--- src/rtl/proc2v_pkg.sv ---
// Shared constants and word/address types for the processor-2v stack core.
package proc2v_pkg;

   localparam int          ADDR_W   = 13;
   localparam int          DATA_W   = 16;
   localparam int unsigned RESET_PC = 0;
   localparam int          MEM_LAT  = 1;

   typedef logic [ADDR_W-1:0] pc_t;
   typedef logic [DATA_W-1:0] word_t;

endpackage

--- src/rtl/fetch_buf_fifo.sv ---
// First-word-fall-through FIFO that holds returned fetch words until decode accepts them.
module fetch_buf_fifo #(
   parameter int DEPTH = 3,
   parameter int WIDTH = 29,
   parameter int CNT_W = $clog2(DEPTH + 1)
) (
   input  logic             clk,
   input  logic             rst_n,
   input  logic             push,
   input  logic             pop,
   input  logic             flush,
   input  logic [WIDTH-1:0] wdata,
   output logic [WIDTH-1:0] rdata,
   output logic [CNT_W-1:0] count,
   output logic             empty
);

   localparam int PTR_W = (DEPTH > 1) ? $clog2(DEPTH) : 1;

   logic [WIDTH-1:0] mem_q [DEPTH];
   logic [PTR_W-1:0] rd_ptr_q, rd_ptr_d;
   logic [PTR_W-1:0] wr_ptr_q, wr_ptr_d;
   logic [CNT_W-1:0] count_q, count_d;

   // Depth is not a power of two, so pointers wrap explicitly.
   function automatic logic [PTR_W-1:0] ptr_inc(input logic [PTR_W-1:0] p);
      return (p == PTR_W'(DEPTH - 1)) ? '0 : p + 1'b1;
   endfunction

   always_comb begin
      rd_ptr_d = rd_ptr_q;
      wr_ptr_d = wr_ptr_q;
      count_d  = count_q;
      if (flush) begin
         rd_ptr_d = '0;
         wr_ptr_d = '0;
         count_d  = '0;
      end else begin
         if (push) wr_ptr_d = ptr_inc(wr_ptr_q);
         if (pop)  rd_ptr_d = ptr_inc(rd_ptr_q);
         case ({push, pop})
            2'b10:   count_d = count_q + 1'b1;
            2'b01:   count_d = count_q - 1'b1;
            default: count_d = count_q;
         endcase
      end
   end

   always_ff @(posedge clk or negedge rst_n) begin
      if (!rst_n) begin
         rd_ptr_q <= '0;
         wr_ptr_q <= '0;
         count_q  <= '0;
      end else begin
         rd_ptr_q <= rd_ptr_d;
         wr_ptr_q <= wr_ptr_d;
         count_q  <= count_d;
      end
   end

   always_ff @(posedge clk) begin
      if (push && !flush) mem_q[wr_ptr_q] <= wdata;
   end

   assign rdata = mem_q[rd_ptr_q];
   assign count = count_q;
   assign empty = (count_q == '0);

endmodule

--- src/rtl/instr_fetch_unit.sv ---
// Fetch stage: owns the PC, issues one read per cycle into the synchronous instruction
// memory, tracks in-flight reads with a tag pipe and buffers returns for decode.
module instr_fetch_unit #(
   parameter int          ADDR_W   = proc2v_pkg::ADDR_W,
   parameter int          DATA_W   = proc2v_pkg::DATA_W,
   parameter int unsigned RESET_PC = proc2v_pkg::RESET_PC,
   parameter int          MEM_LAT  = proc2v_pkg::MEM_LAT
) (
   input  logic              clka,
   input  logic              rst_n,
   input  logic              fetch_en,
   input  logic              redirect_valid,
   input  logic [ADDR_W-1:0] redirect_pc,
   output logic [ADDR_W-1:0] addra,
   input  logic [DATA_W-1:0] douta,
   output logic              instr_valid,
   input  logic              instr_ready,
   output logic [DATA_W-1:0] instr_data,
   output logic [ADDR_W-1:0] instr_pc
);

   import proc2v_pkg::*;

   localparam int DEPTH = MEM_LAT + 2;
   localparam int CNT_W = $clog2(DEPTH + 1);
   localparam int ENT_W = ADDR_W + DATA_W;
   localparam logic [ADDR_W-1:0] RESET_ADDR = ADDR_W'(RESET_PC);

   logic [ADDR_W-1:0]  pc_q, pc_d;
   logic               started_q;
   logic [MEM_LAT-1:0] tag_valid_vec;
   logic [ADDR_W-1:0]  tag_pc_vec [MEM_LAT];
   logic [CNT_W-1:0]   buf_count, inflight_count;
   logic               buf_empty, issue, push, pop;
   logic [ENT_W-1:0]   head;

   always_comb begin
      inflight_count = '0;
      for (int i = 0; i < MEM_LAT; i++) begin
         inflight_count = inflight_count + CNT_W'(tag_valid_vec[i]);
      end
   end

   // Credit check: every outstanding read already owns a buffer slot, so returns never overflow.
   // started_q holds off the first issue for one edge after reset release.
   assign issue = fetch_en && !redirect_valid && started_q &&
                  ((int'(buf_count) + int'(inflight_count)) < DEPTH);

   always_comb begin
      pc_d = pc_q;
      if (redirect_valid) pc_d = redirect_pc;
      else if (issue)     pc_d = pc_q + 1'b1;
   end

   always_ff @(posedge clka or negedge rst_n) begin
      if (!rst_n) begin
         pc_q      <= RESET_ADDR;
         started_q <= 1'b0;
      end else begin
         pc_q      <= pc_d;
         started_q <= 1'b1;
      end
   end

   // Tag pipe mirrors the memory read latency; a redirect kills every stage.
   genvar gi;
   generate
      for (gi = 0; gi < MEM_LAT; gi++) begin : g_tag
         logic              valid_q, valid_d;
         logic [ADDR_W-1:0] pc_tag_q, pc_tag_d;
         if (gi == 0) begin : g_first
            assign valid_d  = issue;
            assign pc_tag_d = pc_q;
         end else begin : g_next
            assign valid_d  = tag_valid_vec[gi-1] && !redirect_valid;
            assign pc_tag_d = tag_pc_vec[gi-1];
         end
         always_ff @(posedge clka or negedge rst_n) begin
            if (!rst_n) begin
               valid_q  <= 1'b0;
               pc_tag_q <= '0;
            end else begin
               valid_q  <= valid_d;
               pc_tag_q <= pc_tag_d;
            end
         end
         assign tag_valid_vec[gi] = valid_q;
         assign tag_pc_vec[gi]    = pc_tag_q;
      end
   endgenerate

   assign push = tag_valid_vec[MEM_LAT-1] && !redirect_valid;
   assign pop  = !buf_empty && instr_ready;

   fetch_buf_fifo #(
      .DEPTH (DEPTH),
      .WIDTH (ENT_W),
      .CNT_W (CNT_W)
   ) u_fifo (
      .clk   (clka),
      .rst_n (rst_n),
      .push  (push),
      .pop   (pop),
      .flush (redirect_valid),
      .wdata ({tag_pc_vec[MEM_LAT-1], douta}),
      .rdata (head),
      .count (buf_count),
      .empty (buf_empty)
   );

   assign addra       = pc_q;
   assign instr_valid = !buf_empty;
   assign {instr_pc, instr_data} = buf_empty ? '0 : head;

endmodule

--- config.mk ---
export PLATFORM = sky130hd
export DESIGN_NAME = instr_fetch_unit
export DESIGN_NICKNAME = d
export VERILOG_FILES = /design/src/rtl/proc2v_pkg.sv /design/src/rtl/fetch_buf_fifo.sv /design/src/rtl/instr_fetch_unit.sv
export SDC_FILE = /design/constraint.sdc
export NUM_CORES = 1
export LEC_CHECK = 0
export BUFFER_PORTS_ARGS = -buffer_cell sky130_fd_sc_hd__buf_2
export CAP_MARGIN = 30
export CORE_ASPECT_RATIO = 1.2
export CORE_MARGIN = 4
export CORE_UTILIZATION = 35
export CTS_BUF_LIST = sky130_fd_sc_hd__clkbuf_8
export DETAILED_ROUTE_END_ITERATION = 10
export GPL_TIMING_DRIVEN = 0
export PLACE_DENSITY = 0.6
export SYNTH_ARGS = -nofsm -noshare
export SYNTH_HDL_FRONTEND = slang
export SYNTH_SLANG_ARGS = --single-unit
--- constraint.sdc ---
create_clock -name clka -period 8.5 [get_ports clka]
set_input_delay 0.85 -clock clka [delete_from_list [all_inputs] [get_ports clka]]
set_output_delay 0.85 -clock clka [all_outputs]
set_load 0.01 [all_outputs]
**After elaboration in Yosys (flattened, before gate mapping)**

Memories as Yosys holds them, arrays and structs flattened.
Index checks and enable logic that the tools add are counted.

- Register bits after elaboration: 34
- Bits in writable memories: 87
- Input bits: 34
- Logic and storage cells: 45
- Memories: 1

- $add $sub $neg: 6
- Order comparisons: 1
- Equality and inequality tests: 4
- Mux-type cells: 13
- Reductions and logical operators: 13

Memories:

| name | depth | width | rd ports | clocked after Yosys merged registers in | wr ports | line | RTL |
|---|---|---|---|---|---|---|---|
| u_fifo.mem_q | 3 | 29 | 1 | 0 | 1 | fetch_buf_fifo.sv:20 | `logic [WIDTH-1:0] mem_q [DEPTH];` |

Operators by type and width:

| cell | count |
|---|---|
| $mux 29 | 1 |
| $mux 13 | 2 |
| $mux 2 | 7 |
| $add 13x1->13 const B | 1 |
| $add 2x1->2 const B | 3 |
| $eq 2x2->1 const B | 3 |
| $logic_and 1x1->1 | 6 |
| $reduce_bool 2->1 | 3 |
| $pmux 2 s2 | 1 |
| $add 2x1->3 | 1 |
| $lt 3x2->1 const B | 1 |
| $reduce_bool 3->1 | 1 |
| $eq 2x1->1 const B | 1 |
| $logic_not 1->1 | 2 |
| $logic_not 2->1 | 1 |
| $mux 1 | 2 |
| $sub 2x1->2 const B | 1 |

**Logic depth before layout (Yosys ltp)**

Gate-level depths: netlist (run 1).

- Depth in word-level cells: 6
- Depth in mapped cells: 7

**Cells and area by module**

Synthesis (run 1) repeated with hierarchy kept, for this count alone.

- Cells, all modules: 354
- Area total of the unflattened synthesis: 5011.1 um^2

By module, submodules not included:

| module | times used | cells each | area each (um^2) | seq. area each (um^2) |
|---|---|---|---|---|
| fetch_buf_fifo | 1 | 218 | 3590.9 | 2762.6 |
| instr_fetch_unit | 1 | 136 | 1420.1 | 700.7 |

**Worst setup path after synthesis (run 1)**

Ideal clock, no wire load.

- Kind: input-to-reg
- Start point: input port redirect_valid
- End point: memory u_fifo.mem_q[1][0], enable pin
- Setup time: 0.458 ns
- Arrival: 3.330 ns
- Path slack: 4.712 ns
- Cell stages on the path: 3
- Buffers on the path: 1
- Path through: buf_6 nand2b_1 nor3b_1

- Cells in the longest elaborated chain, start to end: 5

RTL lines:

| item | line | RTL |
|---|---|---|
| start, declared | instr_fetch_unit.sv:12 | `input logic redirect_valid,` |
| $logic_not 1->1 (*) | fetch_buf_fifo.sv:62, instr_fetch_unit.sv:92 |  |
| $logic_and 1x1->1 | instr_fetch_unit.sv:92 | `assign push = tag_valid_vec[MEM_LAT-1] && !redirect_valid;` |
| $logic_and 1x1->1 (*) | fetch_buf_fifo.sv:62 | `if (push && !flush) mem_q[wr_ptr_q] <= wdata;` |
| $mux 1 (*) | fetch_buf_fifo.sv:62 |  |
| $mux 1 (implied by the code) (*) | fetch_buf_fifo.sv:62 |  |
| end, declared | fetch_buf_fifo.sv:20 |  |

Mark *: on every way between the ends. The rest lies on a longest branch, timed or not.

**Worst setup path in the final report (run 1)**

- Start point: register u_fifo.rd_ptr_q[0]
- End point: output port instr_data[9]

- Cells in the longest elaborated chain, start to end: 2

RTL lines:

| item | line | RTL |
|---|---|---|
| start, declared | fetch_buf_fifo.sv:21 | `logic [PTR_W-1:0] rd_ptr_q, rd_ptr_d;` |
| start signal, assigned | fetch_buf_fifo.sv:55 | `rd_ptr_q <= rd_ptr_d;` |
| $mem_v2 3x29 | -- |  |
| $mux 29 | instr_fetch_unit.sv:113 | `assign {instr_pc, instr_data} = buf_empty ? '0 : head;` |
| end, declared | instr_fetch_unit.sv:18 | `output logic [DATA_W-1:0] instr_data,` |

Every way passes these cells.

==> impl_metrics.json, run 1 <==
{
  "status": "finished clean",
  "yosys_warnings": 0,
  "maxCapViolations": 0,
  "ys.flop_type": "edfxtp_1",
  "cts_hold_buf": 0,
  "die_area_um2": 15770,
  "p_per_area_nw_per_um2": 205.5,
  "worstPathRequired_ps": 7650,
  "fin_crit_sh_pct": 34.22,
  "insertion_delay_ps": 420,
  "synth.distinct_cells": 36,
  "first_pass_iters": 4,
  "vias": 3151,
  "syn_area_per_cell_um2": 13.63,
  "drv_slew": 0,
  "fp.dieW_um": 115.3,
  "finalSetupViolCount": 0,
  "drt_iter0_drc": 127,
  "pre_cts_ws_ps": 5724,
  "crit_arrival_ps": 2060,
  "io_pins": 77,
  "setup_slack_ps": 5591,
  "finalNetCount": 494,
  "initial_utilization_pct": 36.23,
  "routed_wl_mm": 10.24,
  "maxSlewHeadroom_pct": 39.95,
  "core-area_um2": 13350,
  "rows": 46,
  "final_antenna_net_count": 0,
  "grt_max_degree": 35,
  "tns_ps": 0,
  "synthToLayoutAreaGrowth_pct": 21.99,
  "clockRootBuffer": "clkbuf_8",
  "layout_min_cycle_time_ps": 2909,
  "syn-num-nets": 392,
  "clock_path_buffers": 2,
  "worst_pin_slew_ps": 896.8,
  "grt_overflow_total": 0,
  "clock-sinks": 121,
  "antenna_found_initial": 0,
  "max_clock_freq_mhz": 343.8,
  "layout-drive-gt1-share_pct": 26.17,
  "num_antenna_cells": 0,
  "wire_per_inst_um": 16.05,
  "grtUsageTotal_pct": 13.62,
  "synth_cells": 355,
  "cts_setup_buffers": 0,
  "final_cell_mix": "edfxtp_1 (87), buf_2 (78), nor2_1 (66)",
  "final_common_cell": "edfxtp_1",
  "synth_edf_count": 87,
  "async_reset_ff_share_pct": 28.10,
  "cts_max_level": 4,
  "vdd.ir_drop.worst_mv": 0.1101,
  "cts_tree": "built",
  "syn_area_um2": 4837,
  "skew_ps": 6.304,
  "yosysSeqAreaShare_pct": 71.60,
  "clk_pin_slew_ps": 70,
  "grt_pass1_vias": 3177,
  "finalHoldViolCount": 0,
  "grt_pass1_wl_mm": 16.17,
  "gp_congestion": 0.8650,
  "crit_path_end_kind": "output port",
  "numCtsBuffers": 17,
  "grt_setup_unrepaired": "no",
  "p_leak_nw": 2.293,
  "cts_resized": 0,
  "viasPerCell": 4.939,
  "num-fill-cells": 1226,
  "crit_type": "reg -> out",
  "power.total_w": 0.001212,
  "port_buffers": 75,
  "ys_ff_latch": 121,
  "holdCritPathClass": "reg -> reg",
  "die_h_um": 136.8,
  "cp_max_fo": 10,
  "drc_errors": 0,
  "place_hpwl_mm": 7.139,
  "cp-start-kind": "register"
}
==> per-layer routing <==
metal / track usage [%] / wire, um
met1: 15.86 / 4325
met2: 22.84 / 5055
met3: 5.042 / 667
met4: 5.153 / 189
met5: 0 / 0
==> worst max-delay path: stages (launching register included) <==
cell      delay (ps)
dfrtp_1          320
clkbuf_1         260
buf_2            390
mux2i_1          230
nor2_1            50
a21oi_1          180
nor2_1            60
buf_2            160
==> cells in the mapped netlist (2+ instances only) <==
library cell / instances / area [um2]
nand3b_1: 2 / 15.01
nand4_1: 2 / 12.51
ha_1: 3 / 37.54
o211ai_1: 2 / 15.01
buf_6: 2 / 22.52
and4_1: 2 / 17.52
nor3b_1: 4 / 30.03
a221o_1: 6 / 60.06
dfrtp_1: 34 / 850.8
edfxtp_1: 87 / 2613
mux2i_1: 31 / 310.3
nor2b_1: 3 / 18.77
nor3_1: 5 / 25.02
nand3_1: 7 / 35.03
a21oi_1: 34 / 170.2
or4_1: 2 / 15.01
o21ai_0: 8 / 40.04
inv_1: 3 / 11.26
nand2b_1: 2 / 12.51
buf_2: 3 / 15.01
nor2_1: 66 / 247.7
and3_1: 4 / 25.02
a21o_1: 4 / 30.03
a22oi_1: 2 / 15.01
nand2_1: 11 / 41.29
o311ai_0: 3 / 26.28
clkbuf_1: 14 / 52.55
==> flip-flops by register name (all words and copies together) (netlist names) <==
signal / count
u_fifo.mem_q: 87
addra: 13
g_tag.pc_tag_q: 13
u_fifo.count: 2
u_fifo.rd_ptr_q: 2
u_fifo.wr_ptr_q: 2
g_tag.valid_q: 1
started_q: 1
==> final cells by class <==
class | count | area (um2) | share of cell area, %
buffer | 19 | 90.09 | 1.527
clock buffer | 17 | 234.0 | 3.965
clock inverter | 15 | 135.1 | 2.290
inverter | 4 | 15.01 | 0.2545
multi-input combinational | 211 | 1284 | 21.76
sequential | 121 | 3463 | 58.69
tap | 168 | 210.2 | 3.562
timing repair buffer | 83 | 469.2 | 7.952
==> cells by family after synthesis <==
group           share of synthesized area, %
fa+ha+maj                             0.7761
other cells                          0.07753
flops                                  71.60
buf+inv                                2.173
compound gates                         7.708
mux                                    6.415
xor+xnor                              0.1811
simple gates                           11.07
==> stage by stage <==
stage,cells,area [um2],hold WS [ps],util (%)
3_3_place_gp,598,5423,442.8,40.61
6_report,638,5901,461.1,44.19
5_1_grt,638,5901,485.9,44.19
3_5_place_dp,606,5532,450.7,41.43
4_1_cts,638,5901,472.2,44.19
2_1_floorplan,355,4837,437.5,-
==> power breakdown <==
part	leakage, nW	internal [W]	switching (W)
Sequential	1.21	0.000655	0.0000177
Combinational	0.903	0.0000301	0.0000393
Clock	0.181	0.000254	0.000216
Total	2.29	0.000939	0.000273
==> worst paths after layout <==
kind	start	to	slack, ps	cells after the start
min reg2reg	addra[12]	g_tag[0].pc_tag_q[12]	460	0
max in group asynchronous	rst_n	g_tag[0].pc_tag_q[7]	7510	1
min in group asynchronous	rst_n	started_q	490	1
min	addra[12]	g_tag[0].pc_tag_q[12]	460	0
max	u_fifo.rd_ptr_q[0]	instr_data[9]	5590	7
max reg2reg	g_tag[0].valid_q	u_fifo.mem_q[1][8]	6150	5
(Power assumes the default switching activity.)
==> run 2, diff against run 1 <==
--- a/config.mk
+++ b/config.mk
@@ -5,6 +5,7 @@
 export SDC_FILE = /design/constraint.sdc
 export NUM_CORES = 1
 export LEC_CHECK = 0
+export ABC_AREA = 1
 export BUFFER_PORTS_ARGS = -buffer_cell sky130_fd_sc_hd__buf_2
 export CAP_MARGIN = 30
 export CORE_ASPECT_RATIO = 1.2
@@ -13,7 +14,7 @@
 export CTS_BUF_LIST = sky130_fd_sc_hd__clkbuf_8
 export DETAILED_ROUTE_END_ITERATION = 10
 export GPL_TIMING_DRIVEN = 0
-export PLACE_DENSITY = 0.6
+export PLACE_DENSITY = 0.61
 export SYNTH_ARGS = -nofsm -noshare
 export SYNTH_HDL_FRONTEND = slang
 export SYNTH_SLANG_ARGS = --single-unit
==> constraint.sdc (replaced) <==
create_clock -name clka -period 2.65 [get_ports clka]
set_input_delay 0.265 -clock clka [delete_from_list [all_inputs] [get_ports clka]]
set_output_delay 0.265 -clock clka [all_outputs]
set_load 0.01 [all_outputs]
==> impl_metrics.json, run 2 <==
{
  "pre_cts_ws_ps": 747.3,
  "rows": 47,
  "grt_max_degree": 35,
  "p_switching_w": 0.001077,
  "routed_wl_mm": 10.65,
  "ys_ff_latch": 121,
  "viasPerCell": 4.652,
  "crit_type": "reg -> out",
  "power.share.switching_pct": 25.77,
  "wl_met2_mm": 5.208,
  "fin_util_pct": 43.45,
  "io_pins": 77,
  "die_area_um2": 16380,
  "status": "finished clean",
  "fin_crit_sh_pct": 79.46,
  "place_hpwl_mm": 7.243,
  "numCtsBuffers": 17,
  "maxCapViolations": 0,
  "num_antenna_cells": 0,
  "tns_ps": 0,
  "p_seq_share_pct": 52.4,
  "synth_area_leader_cell": "edfxtp_1",
  "insertion_delay_ps": 420,
  "cts_resized": 0,
  "routed.top_layer": "met4",
  "vias": 3433,
  "synth_edf_count": 87,
  "final_common_cell": "nand2_1",
  "synth_cells": 459,
  "finalNetCount": 592,
  "design_area_um2": 6056,
  "p_leak_nw": 2.779,
  "core-area_um2": 13940,
  "cp_max_fo": 10,
  "hold_slack_ps": 46.33,
  "clock-sinks": 121,
  "clockRootBuffer": "clkbuf_8",
  "worstPathRequired_ps": 2380,
  "hold_depth": 1,
  "syn-num-nets": 496,
  "fp.dieW_um": 117.5,
  "async_reset_ff_share_pct": 28.10,
  "final_antenna_net_count": 0,
  "yosysSeqAreaShare_pct": 68.79,
  "hold_path_end": "u_fifo.mem_q[2][4]",
  "wl_met1_mm": 4.859,
  "ff2ff_setup_slack_ps": 920,
  "synth.distinct_cells": 31,
  "syn_area_per_cell_um2": 10.97,
  "pwr-share-clk_pct": 36.5,
  "crit-reg2reg-launch": "u_fifo.wr_ptr_q[1]",
  "num-fill-cells": 1310,
  "grt_pass1_vias": 3537,
  "cts_max_level": 4,
  "yosysMostFrequentCell": "nand2_1",
  "reg2reg_depth": 3,
  "wire_per_inst_um": 14.43,
  "pwr-share-comb_pct": 11.1,
  "largest_reg_flops": 87,
  "critPathLaunch": "u_fifo.rd_ptr_q[1]",
  "finalHoldViolCount": 0,
  "layout_min_cycle_time_ps": 2106,
  "synth_top_area_share_pct": 51.89,
  "syn_area_um2": 5035,
  "vdd.ir_drop.worst_mv": 0.2505,
  "hp-start": "douta[4]",
  "p_int_w": 0.003102,
  "maxSlewHeadroom_pct": 38.33,
  "cp-start-kind": "register",
  "setup_slack_ps": 544.4,
  "crit_path_end_kind": "output port",
  "ys_top_cells_by_count": "nand2_1 (169), edfxtp_1 (87), inv_1 (47), nand3_1 (43), dfrtp_1 (34)",
  "skew_ps": 11.09,
  "initial_utilization_pct": 36.13,
  "cts_tree": "built",
  "ys.flop_type": "edfxtp_1",
  "final_cell_mix": "nand2_1 (169), edfxtp_1 (87), buf_2 (84)",
  "synthToLayoutAreaGrowth_pct": 20.28,
  "port_buffers": 75,
  "wl_met3_um": 492,
  "finalSetupViolCount": 0,
  "drv_slew": 0,
  "grtUsageTotal_pct": 13.76,
  "worst_pin_slew_ps": 922.8,
  "synthTopCellsByArea": "edfxtp_1 (52%), dfrtp_1 (17%), nand2_1 (13%)",
  "p_per_area_nw_per_um2": 690.1,
  "yosys_warnings": 0,
  "die_h_um": 139.4,
  "holdCritPathClass": "in -> reg",
  "drt_iter0_drc": 167,
  "r2r-end": "u_fifo.mem_q[0][23]",
  "grt_setup_unrepaired": "no",
  "grt_pass1_wl_mm": 17.72,
  "clock_path_buffers": 2,
  "antenna_found_initial": 0,
  "layout-drive-gt1-share_pct": 23.63,
  "placed_area_um2": 5678,
  "max_clock_freq_mhz": 474.9,
  "crit_arrival_ps": 1840,
  "max_flop_register": "u_fifo.mem_q",
  "grt_overflow_total": 0,
  "first_pass_iters": 4,
  "gp_congestion": 0.8018,
  "drc_errors": 0,
  "clk_pin_slew_ps": 70
}
[run 2: critical path, stage by stage, from the launching register on]
cell     delay (ps)
dfrtp_1         360
buf_2           160
nor2_2          110
buf_4           210
buf_6           170
nand2_1          60
nand3_1          80
nand2_1          70
inv_1            80
buf_2           130
[run 2: how the worst max path moves through the flow]
stage | end | cells past startpoint
finish | instr_pc[2] | 9
global route | instr_pc[0] | 7
CTS | instr_pc[2] | 9
detailed placement | u_fifo.mem_q[2][15] | 5
global placement | u_fifo.mem_q[0][12] | 4
floorplan | u_fifo.mem_q[0][0] | 4
[run 2: kinds of logic (layout without fill, tap and decap cells)]
family | after synthesis | after routing | synth area share (%)
mux | 1 | 1 | 0.1988
other cells | 1 | 1 | 0.07448
flops | 121 | 121 | 68.79
compound gates | 27 | 27 | 3.876
fa+ha+maj | 3 | 3 | 0.7456
buf+inv | 65 | 173 | 5.815
simple gates | 239 | 239 | 20.15
xor+xnor | 2 | 2 | 0.3480
[run 2: timing repair]
action / CTS / global route
buffers inserted: 0 / 0
hold buffers: 1 / 0
endpoints found under the hold margin: 34 / 0
[run 2: power groups by stage]
stage / Sequential (W) / Combinational (W) / Clock (W)
CTS: 0.00219 / 0.000474 / 0.00157
detailed placement: 0.00223 / 0.000471 / 0
global placement: 0.00223 / 0.000459 / 0
finish: 0.00219 / 0.000464 / 0.00153
floorplan: 0.00222 / 0.000272 / 0
global route: 0.00220 / 0.000528 / 0.00166
[run 2: final cells by class]
cell class                      instances  area (um2)  area share (%)
Buffer                                 16       108.9           1.798
Clock buffer                           17       234.0           3.864
Clock inverter                         14       133.9           2.211
Inverter                               49       183.9           3.037
Multi-Input combinational cell        273        1305           21.55
Sequential cell                       121        3463           57.19
Tap cell                              171       214.0           3.533
Timing Repair Buffer                   77       412.9           6.818
[run 2: per-layer routing]
layer | global-route usage, % | up-vias
met5 | 0 | -
met4 | 4.506 | 0
met3 | 4.018 | 10
met2 | 22.87 | 93
met1 | 17.37 | 1608
li1 | - | 1722
[run 2: per-stage QoR]
step,std cells,total power [W]
2_1_floorplan,459,0.002489
3_3_place_gp,705,0.002685
3_5_place_dp,706,0.002700
4_1_cts,738,0.004236
5_1_grt,738,0.004393
6_report,738,0.004179
